File: src/rtl/sha_req_queue.sv
// sha_req_queue: first-word-fall-through register FIFO holding SHA job descriptors for sha_fsm.
// Define REQQ_ERR_EN to add a sticky overflow flag (err_overflow) with its clear input (err_clr).
module sha_req_queue #(
    parameter int ADDRW = 24,
    parameter int DEPTH = 4,
    localparam int DW = 2*ADDRW + 2,
    localparam int PW = $clog2(DEPTH),
    localparam int LW = PW + 1
) (
    input  logic          clk,
    input  logic          rst_n,
    input  logic          in_valid,
    input  logic [DW-1:0] in_data,
    output logic          in_ready,
    input  logic          flush,
    output logic          req_valid,
    output logic [DW-1:0] req_data,
    input  logic          ready_req_out,
`ifdef REQQ_ERR_EN
    output logic          err_overflow,
    input  logic          err_clr,
`endif
    output logic [LW-1:0] level
);

    logic [DW-1:0] mem [DEPTH];
    logic [PW-1:0] wr_ptr;
    logic [PW-1:0] rd_ptr;
    logic [LW-1:0] count;
    logic          push;
    logic          pop;

    // Full/empty come only from count, so pointers can wrap freely.
    assign in_ready  = (count != LW'(DEPTH));
    assign req_valid = (count != '0);
    assign level     = count;
    assign req_data  = req_valid ? mem[rd_ptr] : '0;

    assign push = in_valid & in_ready;
    assign pop  = req_valid & ready_req_out;

    always_ff @(posedge clk) begin
        if (!rst_n) begin
            wr_ptr <= '0;
            rd_ptr <= '0;
            count  <= '0;
        end else if (flush) begin
            wr_ptr <= '0;
            rd_ptr <= '0;
            count  <= '0;
        end else begin
            if (push) wr_ptr <= wr_ptr + 1'b1;
            if (pop)  rd_ptr <= rd_ptr + 1'b1;
            if (push && !pop)
                count <= count + 1'b1;
            else if (pop && !push)
                count <= count - 1'b1;
        end
    end

    // Storage is not reset; a write is suppressed whenever reset or flush wins.
    always_ff @(posedge clk) begin
        if (rst_n && !flush && push)
            mem[wr_ptr] <= in_data;
    end

`ifdef REQQ_ERR_EN
    always_ff @(posedge clk) begin
        if (!rst_n)
            err_overflow <= 1'b0;
        else if (in_valid && !in_ready && !flush)
            err_overflow <= 1'b1;
        else if (err_clr)
            err_overflow <= 1'b0;
    end
`endif

endmodule

File: config.mk
export PLATFORM = sky130hd
export DESIGN_NAME = sha_req_queue
export DESIGN_NICKNAME = d
export VERILOG_FILES = /design/src/rtl/sha_req_queue.sv
export SDC_FILE = /design/constraint.sdc
export NUM_CORES = 1
export LEC_CHECK = 0
export ABC_AREA = 1
export CAP_MARGIN = 0
export CORE_UTILIZATION = 55
export DETAILED_ROUTE_END_ITERATION = 7
export DONT_BUFFER_PORTS = 1
export GPL_TIMING_DRIVEN = 0
export PLACE_DENSITY = 0.71
export SLEW_MARGIN = 20
export SYNTH_ARGS = -nofsm -noshare
export SYNTH_HDL_FRONTEND = slang
export SYNTH_SLANG_ARGS = --single-unit
File: constraint.sdc
create_clock -name clk -period 5.6 [get_ports clk]
set_clock_uncertainty 0.1 [all_clocks]
set_input_delay 0.28 -clock clk [delete_from_list [all_inputs] [get_ports clk]]
set_output_delay 0.28 -clock clk [all_outputs]
set_load 0.05 [all_outputs]
==> results.yml <==
outcome:
  status: "finished, final reports clean"
routing:
  dr.pass1.iters: 5
  totalWireLength_mm: 18.5
  dr_total_vias: 5313
  vias_per_cell: 5.64
  ant_nets: 0
  wire_per_inst_microns: 19.7
  drt_iter0_drc: 430
  post-route-drc-count: 0
critical_path:
  path_buf_inv: 2
  cp_max_fo: 10
  r2r_slack_ns: 2.88
  endpoint_kind: "output port"
  critPathMaxStageDelay_ns: 0.89
  arrival_ns: 3.24
  cp.required_ns: 5.22
  cpMaxStageDelayCell: "a21oi_1"
  critPathKind: "reg -> out"
  crit_family: "compound AO/OA/AOI/OAI gates"
  start_kind: "flop"
  crit_chain: "nor2_1 > nand2_1 > inv_2 > buf_2 > a21oi_1"
floorplan:
  core-area_sq_um: 14600
  die_w_microns: 124
  die_height_microns: 124
  row_count: 44
  dieArea_sq_um: 15500
  initial_core_util_pct: 56.5
  ios: 110
placement:
  port-buffer-count: 0
  gp_congestion: 0.746
  place_area_sq_um: 8680
  hpwl_mm: 11.2
clock_tree:
  htree_levels: 1
  postCtsSetupRepairBufs: 0
  root_buffer: "clkbuf_16"
  cts_tree: "done"
  cts.repair.resized: 0
  clk_latency_ns: 0.49
  clockBufferDepth: 3
  cts_buffers: 21
  cts_num_sinks: 209
  clkSlewWorstSetupHoldPaths_ns: 0.06
sta:
  fin_tns_setup_ns: 0
  fmax_ghz: 0.276
  hold_slack_ns: 0.0336
  hold_viol: 0
  slew_viol_final: 0
  max_slew.worst_pin.slew_ns: 1.15
  relSlewSlack_pct: 23.6
  min_period_over_period_pct: 64.7
  rsz0062_at_grt: "false"
  layout_min_cycle_time_ns: 3.62
  setup_viol: 0
logic_synthesis:
  syn_nets: 721
  synth_edf_count: 200
  synth_flop_cell: "edfxtp_1"
  synth_top_area_share_pct: 72.9
  ys_seq_area_share_pct: 75.1
  synth_area_leaders: "edfxtp_1, nor2_1, o21ai_0"
  synth_top_cell_by_area: "edfxtp_1"
  avgSynthCellArea_sq_um: 12.5
  ys_ff_latch: 209
  yosysUniqueCellTypes: 20
  synth_cells: 660
  yosysWarnings: 0
  netlist_area_sq_um: 8240
  synthArstFlopShare_pct: 0
global_routing:
  grt_start_max_net_pins: 24
  overflow: 0
  track_usage_pct: 24.4
  grt_pass1_wl_mm: 29.5
  grt_pass1_vias: 5737
  antenna_found_initial: 0
cells_and_area:
  areaGrowthSynthToFinish_pct: 19.3
  n_fill_cell: 1013
  seqCellArea_sq_um: 6190
  drive_above_1_share_pct: 8.31
  multiInputGateArea_sq_um: 1800
  final_area_sq_um: 9830
  fin_nets: 807
  antenna_cells: 0
power_and_ir_drop:
  p_per_area_nw_per_um2: 350
  irDropWorstVdd_mv: 0.277
  p_leak_uw: 0.00334
flow_run:
  drv_cap: 0
min_path:
  hold_class: "in -> reg"
## cells in the final DEF, fill, tap and decap left out, drive strengths merged
| master | synthesis | final |
|---|---|---|
| a21boi | 1 | 1 |
| a21oi | 54 | 54 |
| buf | 23 | 31 |
| clkbuf | 14 | 44 |
| clkinv | 0 | 4 |
| dfxtp | 9 | 9 |
| dlygate4sd3 | 0 | 55 |
| edfxtp | 200 | 200 |
| fa | 1 | 1 |
| ha | 5 | 5 |
| inv | 17 | 18 |
| nand2 | 17 | 17 |
| nand3 | 4 | 4 |
| nand3b | 1 | 1 |
| nor2 | 213 | 213 |
| o21ai | 100 | 100 |
| xor2 | 1 | 1 |
## where the power goes
| group | switching [uW] | internal (uW) |
|---|---|---|
| Clock | 533 | 702 |
| Sequential | 16.6 | 1740 |
| Combinational | 365 | 86.9 |
| Total | 915 | 2520 |
## state kept, by name, summed over array words and instances (netlist names), named ones only
register and flops:
level 3, rd_ptr 2, mem 200, wr_ptr 2
## layout make-up
cell class              count  area share [%]
multi-input cells         397            18.3
repair buffers             63            7.38
inverters                  17           0.649
clock inverters             5           0.242
flip-flops and latches    209            62.9
plain buffers              37            2.35
clock buffers              30            5.79
well taps                 184            2.34
## logic make-up (layout without fill, tap and decap cells)
logic type / Yosys count / in the layout / share of synthesized area (%)
compound gates: 155 / 155 / 9.44
xor+xnor: 1 / 1 / 0.106
fa+ha+maj: 6 / 6 / 1.00
buf+inv: 54 / 152 / 3.58
flops: 209 / 209 / 75.1
simple gates: 235 / 235 / 10.8
## routing by layer
layer / share of wire [%] / wire length, microns / GRT usage, %
met3: 6.1 / 1130 / 4.77
met1: 41 / 7690 / 31.6
met5: 0 / 0 / 0
met4: 2.0 / 380 / 7.87
met2: 50 / 9340 / 41.6
## worst register-to-register path, cell delays in order (launching register included)
cell     delay, ns
dfxtp_1       0.72
nor2_1        0.15
nand2_1       0.52
nand2_1       0.21
ha_1          0.26
inv_1         0.08
fa_1          0.42
nand2_1       0.08
a21oi_1       0.06
## synthesized netlist by cell type (3+ instances only)
master / n
nor2_1: 213
edfxtp_1: 200
o21ai_0: 70
a21oi_1: 54
o21ai_1: 30
nand2_1: 17
clkbuf_1: 14
inv_1: 14
buf_2: 11
buf_6: 10
dfxtp_1: 9
ha_1: 5
nand3_1: 4
inv_2: 3
## through the flow
step	total power [uW]	util (%)	instances	setup WS, ns
after floorplan	2120	-	660	1.71
after global placement	2180	58.1	844	-0.140
after detailed placement	2190	59.5	852	2.49
after CTS	3460	67.3	942	1.95
after global routing	3540	67.4	942	1.88
final	3440	67.4	942	1.98
## final timing paths
kind                                        startpoint                      to  cells after the start
worst min register to register  wr_ptr[1]$_SDFFE_PP0P_  wr_ptr[1]$_SDFFE_PP0P_                      2
worst max register to register   level[0]$_SDFFE_PP0P_   level[1]$_SDFFE_PP0P_                      8
worst max-delay path             level[0]$_SDFFE_PP0P_            req_data[49]                      5
worst min-delay path                          in_valid  wr_ptr[0]$_SDFFE_PP0P_                      3
## timing repair
| action | 4_1_cts | 5_1_grt |
|---|---|---|
| endpoints found under the setup margin | 0 | 0 |
| hold endpoints to repair | 207 | 0 |
| hold buffers | 55 | 0 |
Power figures use the tool's default switching activity.
